`src/rtl/router_pkg.sv`:
```
// router_pkg: shared constants for the router datapath register stage.
//   DEFAULT_DATA_WIDTH   default byte width of the datapath
//   ADDR_INVALID         destination address that is never captured
//   ADDR_LSB/ADDR_MSB    header destination-address field
//   LEN_LSB              header payload-length field LSB (length runs to the MSB)
//   addr_valid()         true when a header address may be captured
package router_pkg;

  localparam int unsigned DEFAULT_DATA_WIDTH = 8;
  localparam logic [1:0]  ADDR_INVALID       = 2'b11;
  localparam int unsigned ADDR_LSB           = 0;
  localparam int unsigned ADDR_MSB           = 1;
  localparam int unsigned LEN_LSB            = 2;

  function automatic logic addr_valid(input logic [1:0] addr);
    return addr != ADDR_INVALID;
  endfunction

endpackage

```
`src/rtl/router_parity_chk.sv`:
```
// router_parity_chk: running packet parity, parity-byte capture and parity check.
// Optional macro PARITY_ERR_CNT_EN adds a saturating 8-bit parity-error counter;
// without it o_err_cnt is tied to zero.
// Ports:
//   i_clk, i_resetn        clock, asynchronous active-low reset
//   i_detect_add .. i_rst_int_reg   FSM state strobes
//   i_pkt_valid, i_fifo_full        source valid, selected FIFO full
//   i_data_in              source byte
//   i_header_hold          captured header (folded into parity in LOAD_FIRST_DATA)
//   i_low_pkt_valid        pkt_valid fell while loading data
//   o_parity_done          parity byte captured
//   o_err                  parity mismatch for the current packet
//   o_err_cnt              saturating count of parity errors
module router_parity_chk
  import router_pkg::*;
#(
  parameter int unsigned DATA_WIDTH = DEFAULT_DATA_WIDTH
) (
  input  logic                  i_clk,
  input  logic                  i_resetn,
  input  logic                  i_detect_add,
  input  logic                  i_lfd_state,
  input  logic                  i_ld_state,
  input  logic                  i_laf_state,
  input  logic                  i_full_state,
  input  logic                  i_rst_int_reg,
  input  logic                  i_pkt_valid,
  input  logic                  i_fifo_full,
  input  logic [DATA_WIDTH-1:0] i_data_in,
  input  logic [DATA_WIDTH-1:0] i_header_hold,
  input  logic                  i_low_pkt_valid,
  output logic                  o_parity_done,
  output logic                  o_err,
  output logic [7:0]            o_err_cnt
);

  logic [DATA_WIDTH-1:0] r_int_parity;
  logic [DATA_WIDTH-1:0] r_pkt_parity;
  logic                  r_parity_done;
  logic                  r_err;
  logic                  w_par_strobe;
  logic                  w_mismatch;
  logic                  w_check;

  // Parity byte arrives either directly in LOAD_DATA, or, if the FIFO was full
  // when pkt_valid fell, later via LOAD_AFTER_FULL (source keeps it on data_in).
  assign w_par_strobe = (i_ld_state && !i_fifo_full && !i_pkt_valid) ||
                        (i_laf_state && i_low_pkt_valid && !r_parity_done);
  assign w_mismatch   = r_int_parity != r_pkt_parity;
  assign w_check      = !i_detect_add && r_parity_done && i_rst_int_reg;

  always_ff @(posedge i_clk or negedge i_resetn) begin
    if (!i_resetn) begin
      r_int_parity  <= '0;
      r_pkt_parity  <= '0;
      r_parity_done <= 1'b0;
      r_err         <= 1'b0;
    end else begin
      if (i_detect_add)
        r_int_parity <= '0;
      else if (i_lfd_state)
        r_int_parity <= r_int_parity ^ i_header_hold;
      else if (i_ld_state && i_pkt_valid && !i_full_state)
        r_int_parity <= r_int_parity ^ i_data_in;

      if (w_par_strobe)
        r_pkt_parity <= i_data_in;

      if (i_detect_add)
        r_parity_done <= 1'b0;
      else if (w_par_strobe)
        r_parity_done <= 1'b1;

      if (i_detect_add)
        r_err <= 1'b0;
      else if (w_check)
        r_err <= w_mismatch;
    end
  end

`ifdef PARITY_ERR_CNT_EN
  logic [7:0] r_err_cnt;

  // Counts on the same edge err rises, so no delayed copy of err is needed.
  always_ff @(posedge i_clk or negedge i_resetn) begin
    if (!i_resetn)
      r_err_cnt <= '0;
    else if (w_check && w_mismatch && !r_err && (r_err_cnt != '1))
      r_err_cnt <= r_err_cnt + 8'd1;
  end

  assign o_err_cnt = r_err_cnt;
`else
  assign o_err_cnt = '0;
`endif

  assign o_parity_done = r_parity_done;
  assign o_err         = r_err;

endmodule

```
`src/rtl/router_reg.sv`:
```
// router_reg: datapath register stage of the 3-output router.
// Optional macro PARITY_ERR_CNT_EN enables the saturating parity-error counter
// on err_cnt; when undefined err_cnt reads zero.
// Ports:
//   clk, resetn            clock, asynchronous active-low reset
//   pkt_valid, data_in     source packet-valid and byte
//   fifo_full              selected output FIFO full
//   detect_add, lfd_state, ld_state, laf_state, full_state, rst_int_reg
//                          one-hot FSM state strobes
//   dout                   registered byte to the output FIFO
//   parity_done            parity byte captured
//   low_pkt_valid          pkt_valid fell while loading data
//   err                    parity mismatch for current packet
//   err_cnt                saturating parity-error count
module router_reg
  import router_pkg::*;
#(
  parameter int unsigned DATA_WIDTH = DEFAULT_DATA_WIDTH
) (
  input  logic                  clk,
  input  logic                  resetn,
  input  logic                  pkt_valid,
  input  logic [DATA_WIDTH-1:0] data_in,
  input  logic                  fifo_full,
  input  logic                  detect_add,
  input  logic                  lfd_state,
  input  logic                  ld_state,
  input  logic                  laf_state,
  input  logic                  full_state,
  input  logic                  rst_int_reg,
  output logic [DATA_WIDTH-1:0] dout,
  output logic                  parity_done,
  output logic                  low_pkt_valid,
  output logic                  err,
  output logic [7:0]            err_cnt
);

  logic [DATA_WIDTH-1:0] r_header_hold;
  logic [DATA_WIDTH-1:0] r_full_hold;
  logic [DATA_WIDTH-1:0] r_dout;
  logic                  r_low_pkt_valid;
  logic                  w_hdr_capture;

  assign w_hdr_capture = detect_add && pkt_valid && addr_valid(data_in[ADDR_MSB:ADDR_LSB]);

  always_ff @(posedge clk or negedge resetn) begin
    if (!resetn) begin
      r_header_hold   <= '0;
      r_full_hold     <= '0;
      r_dout          <= '0;
      r_low_pkt_valid <= 1'b0;
    end else begin
      if (w_hdr_capture)
        r_header_hold <= data_in;

      // A byte presented while the FIFO is full is parked in full_hold and
      // replayed to dout in LOAD_AFTER_FULL.
      if (lfd_state)
        r_dout <= r_header_hold;
      else if (ld_state && !fifo_full)
        r_dout <= data_in;
      else if (ld_state && fifo_full)
        r_full_hold <= data_in;
      else if (laf_state)
        r_dout <= r_full_hold;

      if (ld_state && !pkt_valid)
        r_low_pkt_valid <= 1'b1;
      else if (rst_int_reg)
        r_low_pkt_valid <= 1'b0;
    end
  end

  router_parity_chk #(
    .DATA_WIDTH (DATA_WIDTH)
  ) u_parity_chk (
    .i_clk           (clk),
    .i_resetn        (resetn),
    .i_detect_add    (detect_add),
    .i_lfd_state     (lfd_state),
    .i_ld_state      (ld_state),
    .i_laf_state     (laf_state),
    .i_full_state    (full_state),
    .i_rst_int_reg   (rst_int_reg),
    .i_pkt_valid     (pkt_valid),
    .i_fifo_full     (fifo_full),
    .i_data_in       (data_in),
    .i_header_hold   (r_header_hold),
    .i_low_pkt_valid (r_low_pkt_valid),
    .o_parity_done   (parity_done),
    .o_err           (err),
    .o_err_cnt       (err_cnt)
  );

  assign dout          = r_dout;
  assign low_pkt_valid = r_low_pkt_valid;

endmodule

```
`config.mk`:
```
export PLATFORM = sky130hd
export DESIGN_NAME = router_reg
export DESIGN_NICKNAME = d
export VERILOG_FILES = /design/src/rtl/router_pkg.sv /design/src/rtl/router_parity_chk.sv /design/src/rtl/router_reg.sv
export SDC_FILE = /design/constraint.sdc
export NUM_CORES = 1
export LEC_CHECK = 0
export CELL_PAD_IN_SITES_DETAIL_PLACEMENT = 1
export CELL_PAD_IN_SITES_GLOBAL_PLACEMENT = 2
export CORE_MARGIN = 5
export CORE_UTILIZATION = 39
export CTS_BUF_LIST = sky130_fd_sc_hd__clkbuf_8
export CTS_CLUSTER_SIZE = 10
export DETAILED_ROUTE_END_ITERATION = 12
export DONT_BUFFER_PORTS = 1
export HOLD_SLACK_MARGIN = 0.06
export PLACE_DENSITY = 0.77
export REMOVE_ABC_BUFFERS = 1
export SLEW_MARGIN = 25
export SYNTH_ARGS = -nofsm -noshare
export SYNTH_HDL_FRONTEND = slang
export SYNTH_HIERARCHICAL = 1
export SYNTH_SLANG_ARGS = --single-unit
```
`constraint.sdc`:
```
create_clock -name clk -period 1.54 [get_ports clk]
set_clock_uncertainty 0.2 [all_clocks]
set_input_delay 0.308 -clock clk [delete_from_list [all_inputs] [get_ports clk]]
set_output_delay 0.308 -clock clk [all_outputs]
set_load 0.01 [all_outputs]
```
==> results_dict.tcl, run 1 <==
set metrics [dict create \
    status "finished, final reports clean" \
    synth_top_family_by_area "multiplexers" \
    grt_antenna_before_repair 0 \
    crit_fanout 9 \
    first_pass_iters 4 \
    seq_area_um2 1080 \
    synth-edff-count 0 \
    grt_max_degree 44 \
    dp.cells 247 \
    multi_input_area_um2 972 \
    busiest_layer "met2" \
    hold_slack_ns 0.0793 \
    p_leak_nw 1.05 \
    drcViolationCount 0 \
    ir_worst_vdd_v 0.000437 \
    grt_use_met3_pct 4.05 \
    synth-compound-area-share_pct 10.7 \
    critPathKind "reg -> reg" \
    clock_path_buffers 2 \
    cts_made_buffers 5 \
    endpoint_kind "flip-flop" \
    clk_pin_slew_ns 0.07 \
    hold_path_depth 3 \
    synth.distinct_cells 29 \
    reg2reg_to "u_parity_chk/r_pkt_parity[6]" \
    ys_async_sr_fraction_pct 100 \
    dr_total_vias 1413 \
    dp_hpwl_um 3550 \
    antenna_left 0 \
    cts-root-buf "clkbuf_8" \
    grt_use_total_pct 15.3 \
    tns_ns 0 \
    yosysMostFrequentCell "dfrtp_1" \
    die-area_um2 7060 \
    synth_xor_area_share_pct 6.56 \
    worstRegToRegCells 4 \
    final.min_clock_period_ns 1.50 \
    min_from "lfd_state" \
    cp.arrival_ns 1.47 \
    die_w_um 84 \
    detail_route.wl_per_cell_um 18.7 \
    syn-mean-instance-area_um2 12.0 \
    whs_endpoint "dout[2]" \
    grt_overflow 0 \
    cts_tree "yes" \
    clkSinkCount 43 \
    met2_usage_pct 28.1 \
    wl_um 5100 \
    ys_seq_area_share_pct 50.4 \
    synth_cells 178 \
    synth_flop_cell "dfrtp_1" \
    crit_required_ns 1.52 \
    drt_iter0_markers 44 \
    rows 27 \
    timing.fmax_mhz 668 \
    syn_to_final_growth_pct 14.8 \
    synth_adder_area_share_pct 0 \
    hold_class "in -> reg" \
    h-tree-depth 2 \
    nFillCells 609 \
    grt_use_met1_pct 16.8 \
    via_per_inst 5.19 \
    yosysTopAreaCell "dfrtp_1" \
    muxShareOfSynthArea_pct 15.3 \
    report.final.slew_viol_count 0 \
    layout.cells.non_filler 272 \
    rsz0062_at_grt "false" \
    grt_pass1_wl_um 8360 \
    clk_latency_ns 0.29 \
    synth_simple_gate_area_share_pct 11.5 \
    die_y_um 84 \
    initial_core_util_pct 39.5 \
    ys_seq_elements 43 \
    antenna_cells 0 \
    setup_violations 0 \
    period_share_pct 97.2 \
    finalHoldViolations 0 \
    core_um2 5410 \
    io_buffers 0 \
    synth_area_um2 2140 \
    worstPathCellList "inv_1 > a32oi_4 > buf_12 > mux2_2" \
    r2r_slack_ns 0.04 \
    worstSetupStartpointType "flip-flop" \
    cp_slowest_cell "dfrtp_1" \
    io_pins 37 \
    slowest_delay_ns 0.35 \
    yosysTopAreaCellShare_pct 50.4 \
    gp_congestion 0.708 \
    fin_nets 217 \
    drive_gt1_share_pct 13.0 \
    synthTopCellsByCount "43 x dfrtp_1, 16 x xnor2_1, 14 x mux2_1, 12 x nor2_1, 10 x a21oi_1" \
    power_density_nw_per_um2 1120 \
    timing.rr.start "u_parity_chk/o_parity_done" \
    first_global_vias 1650 \
    drv_cap 0 \
    synth_area_leaders "dfrtp_1 50%, mux2_1 7.4%, xnor2_1 6.6%" \
    yosys_warnings 6 \
]
## final cells by class
cell class | count | area share, %
clock buffer | 5 | 2.81
clock inverter | 3 | 0.510
timing repair buffer | 20 | 8.98
sequential | 43 | 43.9
tap | 72 | 3.68
inverter | 3 | 0.459
multi-input combinational | 126 | 39.7
## where the power goes
part	internal [W]	switching [W]
registers	0.00133	0.000172
clock network	0.000305	0.000363
logic	0.000321	0.000243
## how the worst max path moves through the flow
stage | start | to | slack, ns | cells past startpoint
6_report | u_parity_chk/o_parity_done | u_parity_chk/r_pkt_parity[6] | 0.04 | 4
3_3_place_gp | u_parity_chk/o_parity_done | u_parity_chk/r_pkt_parity[5] | 0.05 | 3
5_1_grt | u_parity_chk/o_parity_done | u_parity_chk/r_pkt_parity[6] | 0.0002 | 4
4_1_cts | u_parity_chk/o_parity_done | u_parity_chk/r_pkt_parity[7] | 0.06 | 4
2_1_floorplan | u_parity_chk/o_parity_done | u_parity_chk/r_pkt_parity[0] | 0.001 | 3
3_5_place_dp | u_parity_chk/o_parity_done | u_parity_chk/r_pkt_parity[7] | -0.01 | 3
## flip-flops by register name (all words and copies together), names as in the netlist
signal,count
u_parity_chk/r_pkt_parity,8
dout,8
u_parity_chk/o_err,1
r_header_hold,8
r_full_hold,8
u_parity_chk/r_int_parity,8
low_pkt_valid,1
u_parity_chk/o_parity_done,1
## what timing repair did
action | CTS | global route
setup buffers | 1 | 0
resized for setup | 0 | 0
hold buffers | 13 | 3
endpoints found under the hold margin | 82 | 44
setup endpoints to repair | 8 | 0
## routing by layer
| metal | wire length [um] | part of all wire, % |
|---|---|---|
| met5 | 0 | 0 |
| met4 | 64 | 1.3 |
| met3 | 270 | 5.3 |
| met2 | 2790 | 55 |
| met1 | 1970 | 39 |
## layout by cell type (no fill, tap or decap)
master,synthesis,routed
a21o_1,1,1
a21oi_1,10,10
a221o_1,8,8
a32oi_4,1,1
buf_12,0,1
buf_16,0,1
buf_4,8,3
clkbuf_8,0,5
clkinv_2,0,1
conb_1,1,8
dfrtp_1,43,43
dlygate4sd3_1,0,15
inv_1,3,5
mux2_1,14,14
mux2_2,8,8
mux2i_1,8,8
nand2_1,9,9
nand2b_1,9,9
nand3_1,2,2
nand3b_2,1,1
nand3b_4,1,1
nand4_1,1,1
nor2_1,12,12
nor2b_2,1,1
nor2b_4,2,2
nor3_1,2,2
nor3_4,1,1
o21ai_0,8,8
o22a_1,2,2
o22ai_1,1,1
xnor2_1,16,16
## worst max-delay path, delay by kind of cell, from the launching register on
| kind | cells | cell delay [ns] |
|---|---|---|
| AO/OA/AOI/OAI | 1 | 0.25 |
| buffers and inverters | 2 | 0.24 |
| flip-flops | 1 | 0.35 |
| multiplexers | 1 | 0.33 |
## cells by family after synthesis
kind of cell	count (synthesis)
compound gates	31
xor+xnor	16
buf+inv	16
flops	43
mux	30
other cells	1
simple gates	41
## metrics by stage
step,area (um^2),total power [W],util [%],setup WS [ns]
6_report,2450,0.00274,45.3,0.0433
5_1_grt,2450,0.00290,45.3,0.000158
4_1_cts,2400,0.00274,44.5,0.0566
3_5_place_dp,2170,0.00201,40.2,-0.0134
3_3_place_gp,2170,0.00197,40.2,0.0517
2_1_floorplan,2060,0.00188,-,0.00109
Power figures use the tool's default switching activity.
==> run 2: changes to the inputs <==
--- a/config.mk
+++ b/config.mk
@@ -5,6 +5,7 @@
 export SDC_FILE = /design/constraint.sdc
 export NUM_CORES = 1
 export LEC_CHECK = 0
+export CAP_MARGIN = 20
 export CELL_PAD_IN_SITES_DETAIL_PLACEMENT = 1
 export CELL_PAD_IN_SITES_GLOBAL_PLACEMENT = 2
 export CORE_MARGIN = 5
==> results of run 2 <==
No change in the layout: final DEF, timing and power equal those of run 1.
